File: src/rtl/phase_index_generator_if.sv
// Control/status bundle between the phase index generator and its controller.
// The master drives tuning and waveform requests; the slave returns index/f/wrap/pending.
interface phase_index_generator_if #(
    parameter int ACC_W = 24
);
    logic             enable;
    logic             restart;
    logic [ACC_W-1:0] tw_in;
    logic             tw_load;
    logic [1:0]       f_in;
    logic [7:0]       index;
    logic [1:0]       f;
    logic             wrap;
    logic             pending;

    modport master (
        output enable, restart, tw_in, tw_load, f_in,
        input  index, f, wrap, pending
    );

    modport slave (
        input  enable, restart, tw_in, tw_load, f_in,
        output index, f, wrap, pending
    );
endinterface

File: src/rtl/phase_index_generator.sv
// Phase accumulator feeding the waveform block: index = accumulator MSBs, f = active waveform.
// Tuning words are staged until a phase wrap; define PHASE_TW_IMMEDIATE_EN to apply them at once.
module phase_index_generator #(
    parameter int ACC_W = 24
) (
    input  logic                   clk,
    input  logic                   rst_n,
    phase_index_generator_if.slave bus
);
    typedef enum logic [1:0] {
        STOPPED = 2'd0,
        RUNNING = 2'd1,
        ARMED   = 2'd2
    } state_t;

    state_t           state_q, state_d;
    logic [ACC_W-1:0] acc_q, acc_d;
    logic [ACC_W-1:0] tw_active_q, tw_active_d;
    logic [ACC_W-1:0] tw_shadow_q, tw_shadow_d;
    logic [1:0]       f_q, f_d;
    logic             wrap_q, wrap_d;
    logic [ACC_W:0]   sum;
    logic             carry;
    logic             armed;

    // The extra MSB of the sum is the phase-wrap carry.
    assign sum   = {1'b0, acc_q} + {1'b0, tw_active_q};
    assign carry = sum[ACC_W];
    assign armed = (state_q == ARMED);

    always_comb begin
        // NOTE: every output of this block gets a default first so no latch is inferred.
        state_d     = state_q;
        acc_d       = acc_q;
        tw_active_d = tw_active_q;
        tw_shadow_d = tw_shadow_q;
        f_d         = f_q;
        wrap_d      = 1'b0;

        if (bus.restart) begin
            acc_d = '0;
            f_d   = bus.f_in;
            if (bus.tw_load) begin
                tw_shadow_d = bus.tw_in;
                tw_active_d = bus.tw_in;
            end else if (armed) begin
                tw_active_d = tw_shadow_q;
            end
            state_d = bus.enable ? RUNNING : STOPPED;
        end else if (!bus.enable) begin
            // Not running, so nothing can glitch: settings apply straight away and a staged word is flushed.
            state_d = STOPPED;
            f_d     = bus.f_in;
            if (bus.tw_load) begin
                tw_shadow_d = bus.tw_in;
                tw_active_d = bus.tw_in;
            end else if (armed) begin
                tw_active_d = tw_shadow_q;
            end
        end else begin
            acc_d   = sum[ACC_W-1:0];
            wrap_d  = carry;
            state_d = armed ? ARMED : RUNNING;
            if (carry) begin
                f_d = bus.f_in;
                if (armed) begin
                    tw_active_d = tw_shadow_q;
                    state_d     = RUNNING;
                end
            end
            // A load on the wrap edge still re-arms; the carry above consumed the older shadow.
            if (bus.tw_load) begin
`ifdef PHASE_TW_IMMEDIATE_EN
                tw_shadow_d = bus.tw_in;
                tw_active_d = bus.tw_in;
`else
                tw_shadow_d = bus.tw_in;
                state_d     = ARMED;
`endif
            end
        end
    end

    always_ff @(posedge clk or negedge rst_n) begin
        if (!rst_n) begin
            state_q     <= STOPPED;
            acc_q       <= '0;
            tw_active_q <= '0;
            tw_shadow_q <= '0;
            f_q         <= 2'b00;
            wrap_q      <= 1'b0;
        end else begin
            // NOTE: non-blocking assignments so all registers update from pre-edge values.
            state_q     <= state_d;
            acc_q       <= acc_d;
            tw_active_q <= tw_active_d;
            tw_shadow_q <= tw_shadow_d;
            f_q         <= f_d;
            wrap_q      <= wrap_d;
        end
    end

    assign bus.index   = acc_q[ACC_W-1 -: 8];
    assign bus.f       = f_q;
    assign bus.wrap    = wrap_q;
    assign bus.pending = armed;
endmodule
File: src/flat_wrapper.sv
// flat-port wrapper written by rule: the top's interface ports become plain ports
module phase_index_generator_flat 
#(
    parameter int ACC_W = 24
)
  (clk, rst_n, bus_enable, bus_restart, bus_tw_in, bus_tw_load, bus_f_in, bus_index, bus_f, bus_wrap, bus_pending);
  phase_index_generator_if #(.ACC_W(ACC_W)) bus_i ();
  input  logic clk;
  input  logic rst_n;
  input wire logic [$bits(bus_i.enable)-1:0] bus_enable;
  input wire logic [$bits(bus_i.restart)-1:0] bus_restart;
  input wire logic [$bits(bus_i.tw_in)-1:0] bus_tw_in;
  input wire logic [$bits(bus_i.tw_load)-1:0] bus_tw_load;
  input wire logic [$bits(bus_i.f_in)-1:0] bus_f_in;
  output wire logic [$bits(bus_i.index)-1:0] bus_index;
  output wire logic [$bits(bus_i.f)-1:0] bus_f;
  output wire logic [$bits(bus_i.wrap)-1:0] bus_wrap;
  output wire logic [$bits(bus_i.pending)-1:0] bus_pending;
  assign bus_i.enable = bus_enable;
  assign bus_i.restart = bus_restart;
  assign bus_i.tw_in = bus_tw_in;
  assign bus_i.tw_load = bus_tw_load;
  assign bus_i.f_in = bus_f_in;
  assign bus_index = bus_i.index;
  assign bus_f = bus_i.f;
  assign bus_wrap = bus_i.wrap;
  assign bus_pending = bus_i.pending;
  phase_index_generator #(.ACC_W(ACC_W)) u_core (.clk(clk), .rst_n(rst_n), .bus(bus_i));
endmodule
File: config.mk
export PLATFORM = sky130hd
export DESIGN_NAME = phase_index_generator_flat
export DESIGN_NICKNAME = d
export VERILOG_FILES = /design/src/rtl/phase_index_generator_if.sv /design/src/rtl/phase_index_generator.sv /design/src/flat_wrapper.sv
export SDC_FILE = /design/constraint.sdc
export NUM_CORES = 1
export LEC_CHECK = 0
export BUFFER_PORTS_ARGS = -buffer_cell sky130_fd_sc_hd__buf_2
export CORE_MARGIN = 2
export CORE_UTILIZATION = 60
export CTS_CLUSTER_DIAMETER = 100
export DETAILED_ROUTE_END_ITERATION = 12
export PLACE_DENSITY = 0.9
export SYNTH_ARGS = -nofsm -noshare
export SYNTH_HDL_FRONTEND = slang
export SYNTH_SLANG_ARGS = --single-unit
File: constraint.sdc
create_clock -name clk -period 5.52 [get_ports clk]
set_input_delay 0.552 -clock clk [delete_from_list [all_inputs] [get_ports clk]]
set_output_delay 0.552 -clock clk [all_outputs]
set_load 0.02 [all_outputs]
==> results.json <==
{
  "status": "complete, no violations",
  "hp-class": "input port to async pin",
  "place_congestion": 0.938,
  "ir_drop_mv": 0.152,
  "cts_resized": 0,
  "period_needed_ns": 3.12,
  "cp_data_required_time_ns": 5.81,
  "cts_setup_buffers": 0,
  "hold_viol_final": 0,
  "htreeDepth": 3,
  "yosys_warnings": 0,
  "slew_headroom_pct": 28.5,
  "clk_path_buf_depth": 2,
  "p_leak_nw": 2.20,
  "drive_gt1_share_pct": 20.6,
  "setup_viol": 0,
  "grt_max_degree": 78,
  "synth_area_mm2": 0.00447,
  "dieArea_mm2": 0.00815,
  "criticalPathCategory": "input port to flop",
  "io_pins": 43,
  "cap_violations": 0,
  "cp_slowest_cell": "nor2b_2",
  "drt_iter0_drc": 226,
  "holdWs_ns": 0.326,
  "cp_data_arrival_time_ns": 3.41,
  "mostFrequentLayoutCells": "dfrtp_1 (77), buf_2 (41), nor2_1 (29)",
  "powerDensity_mw_per_mm2": 369,
  "design_area_mm2": 0.00487,
  "core-area_mm2": 0.00721,
  "ys_seq_area_share_pct": 43.1,
  "n_fill_cell": 538,
  "crit_chain": "buf_2 -> nand2b_1 -> and2_1 -> nor2b_2 -> a22oi_1 -> o2bb2ai_2",
  "hpwl_um": 6320,
  "endpoint_kind": "flop",
  "synth_top_area_share_pct": 43.1,
  "io_buffers": 42,
  "final_common_cell": "dfrtp_1",
  "groute.usage.overall_pct": 24.1,
  "fmax_mhz": 320,
  "synth_nets": 477,
  "yosys_most_used_dff": "dfrtp_1",
  "synth_top_cell_by_area": "dfrtp_1",
  "async_reset_ff_share_pct": 100,
  "clockRootBuffer": "clkbuf_8",
  "clock-sinks": 77,
  "fin_skew_ns": 0.0114,
  "die_x_um": 90.3,
  "rsz0062_at_grt": "false",
  "wl_per_cell_um": 17.3,
  "wirelength_um": 9520,
  "antenna_found_initial": 0,
  "synth_area_leaders": "dfrtp_1 (43%), ha_1 (6.7%), mux2_2 (6.3%)",
  "r2r_setup_slack_ns": 2.59,
  "synth_cell_types": 56,
  "drt_first_pass_iters": 4,
  "ant_nets": 0,
  "area_growth_pct": 8.99,
  "dr_total_vias": 3453,
  "grt_pass1_wl_um": 15900,
  "max_slew.worst_pin.slew_ns": 1.07,
  "cp_max_fo": 30,
  "synth_area_per_cell_um2": 10.6,
  "rows": 31,
  "grt_pass1_vias": 3397,
  "antenna_cells": 0,
  "hold_buffers": 0,
  "finalCritPeriodShare_pct": 56.6,
  "nets": 502,
  "worst-r2r-cell-count": 8,
  "clk_latency_ns": 0.36,
  "cpPeakStageDelay_ns": 0.92,
  "synth-edff-count": 0,
  "initial_core_util_pct": 61.9,
  "postSynthCellCount": 421,
  "fin_setup_tns_ns": 0,
  "finalMaxSlewViolations": 0,
  "clkTransAtPathRegs_ns": 0.09,
  "cts_buffers": 9,
  "grt_overflow": 0,
  "post_dp_cell_area_mm2": 0.00465,
  "cts_tree": "done",
  "ys_ff_latch": 77,
  "fin_util_pct": 67.5,
  "vias_per_cell": 6.28,
  "drc_errors": 0,
  "dieHeight_um": 90.3,
  "start_kind": "input port"
}
## kinds of logic (layout without fill, tap and decap cells)
kind of cell / Yosys count / in the layout / synth area share, %
xor gates and xnor gates: 14 / 14 / 2.74
and+or+nand+nor: 93 / 93 / 10.2
muxes: 38 / 38 / 9.21
adders and majority gates: 25 / 25 / 7.17
DFF: 77 / 77 / 43.1
AOI/OAI and AO/OA: 141 / 141 / 23.6
buffers and inverters: 33 / 63 / 3.95
## sequential cells by signal, indices dropped and copies added (netlist names)
name / count
u_core.tw_shadow_q: 24
u_core.acc_q: 24
u_core.tw_active_q: 24
u_core.bus.f: 2
u_core.bus.wrap: 1
u_core.state_q: 2
## worst paths after layout
check                                       from                endpoint
max                                   bus_enable  u_core.tw_active_q[20]
min                                        rst_n  u_core.tw_active_q[23]
max reg2reg                u_core.tw_active_q[9]         u_core.bus.f[1]
min reg2reg                u_core.tw_active_q[5]   u_core.tw_active_q[5]
max in group asynchronous                  rst_n  u_core.tw_active_q[10]
min in group clk                     bus_f_in[0]         u_core.bus.f[0]
## report_power, final
| part | total, mW | switching, mW | internal, mW |
|---|---|---|---|
| sequential | 0.719 | 0.0640 | 0.655 |
| clock | 0.475 | 0.218 | 0.257 |
| combinational | 0.600 | 0.348 | 0.253 |
| total | 1.79 | 0.630 | 1.16 |
## cell usage after synthesis, types with 3 or more instances
library cell,instances
nand3b_1,4
o2bb2ai_1,21
xnor2_1,8
inv_1,5
mux2_2,25
buf_2,3
a211o_1,3
buf_4,9
xor2_1,6
a22oi_1,23
nand3_1,5
a211oi_1,5
clkbuf_1,11
nand2b_1,7
o21ai_0,22
o211ai_1,9
buf_1,3
o21a_1,5
a21oi_1,23
nor3_1,4
and2_1,5
a21o_1,9
dfrtp_1,77
ha_1,24
mux2i_1,13
nand2_1,26
nor2_1,29
## layer usage
layer  vias up  GRT usage (%)  wire, µm
li1       1616              -         -
met1      1714           31.4      4130
met2        98           39.7      4700
met3        25           5.51       492
met4         0           8.97       205
met5         -              0         0
## critical path, delay by kind of cell
kind / cells / cell delay (ns)
and+or+nand+nor: 3 / 1.87
buffers and inverters: 1 / 0.55
AOI/OAI and AO/OA: 2 / 0.40
## through the flow
| step | setup WS [ns] | total power, mW | std cells |
|---|---|---|---|
| CTS | 2.46 | 1.80 | 550 |
| finish | 2.40 | 1.79 | 550 |
| detailed placement | 2.15 | 1.31 | 534 |
| floorplan | 3.18 | 1.19 | 421 |
| global placement | 2.29 | 1.28 | 534 |
| global route | 2.20 | 1.90 | 550 |
## area by class of cell
cell class                      instances  area, µm²  area share, %
Clock buffer                            9        124           2.54
Clock inverter                          7       98.8           2.03
Inverter                                5       18.8          0.385
Multi-Input combinational cell        311       2360           48.6
Sequential cell                        77       1930           39.6
Tap cell                               99        124           2.54
Timing Repair Buffer                   42        213           4.37
Note: power is estimated with default switching activity, not from simulation.
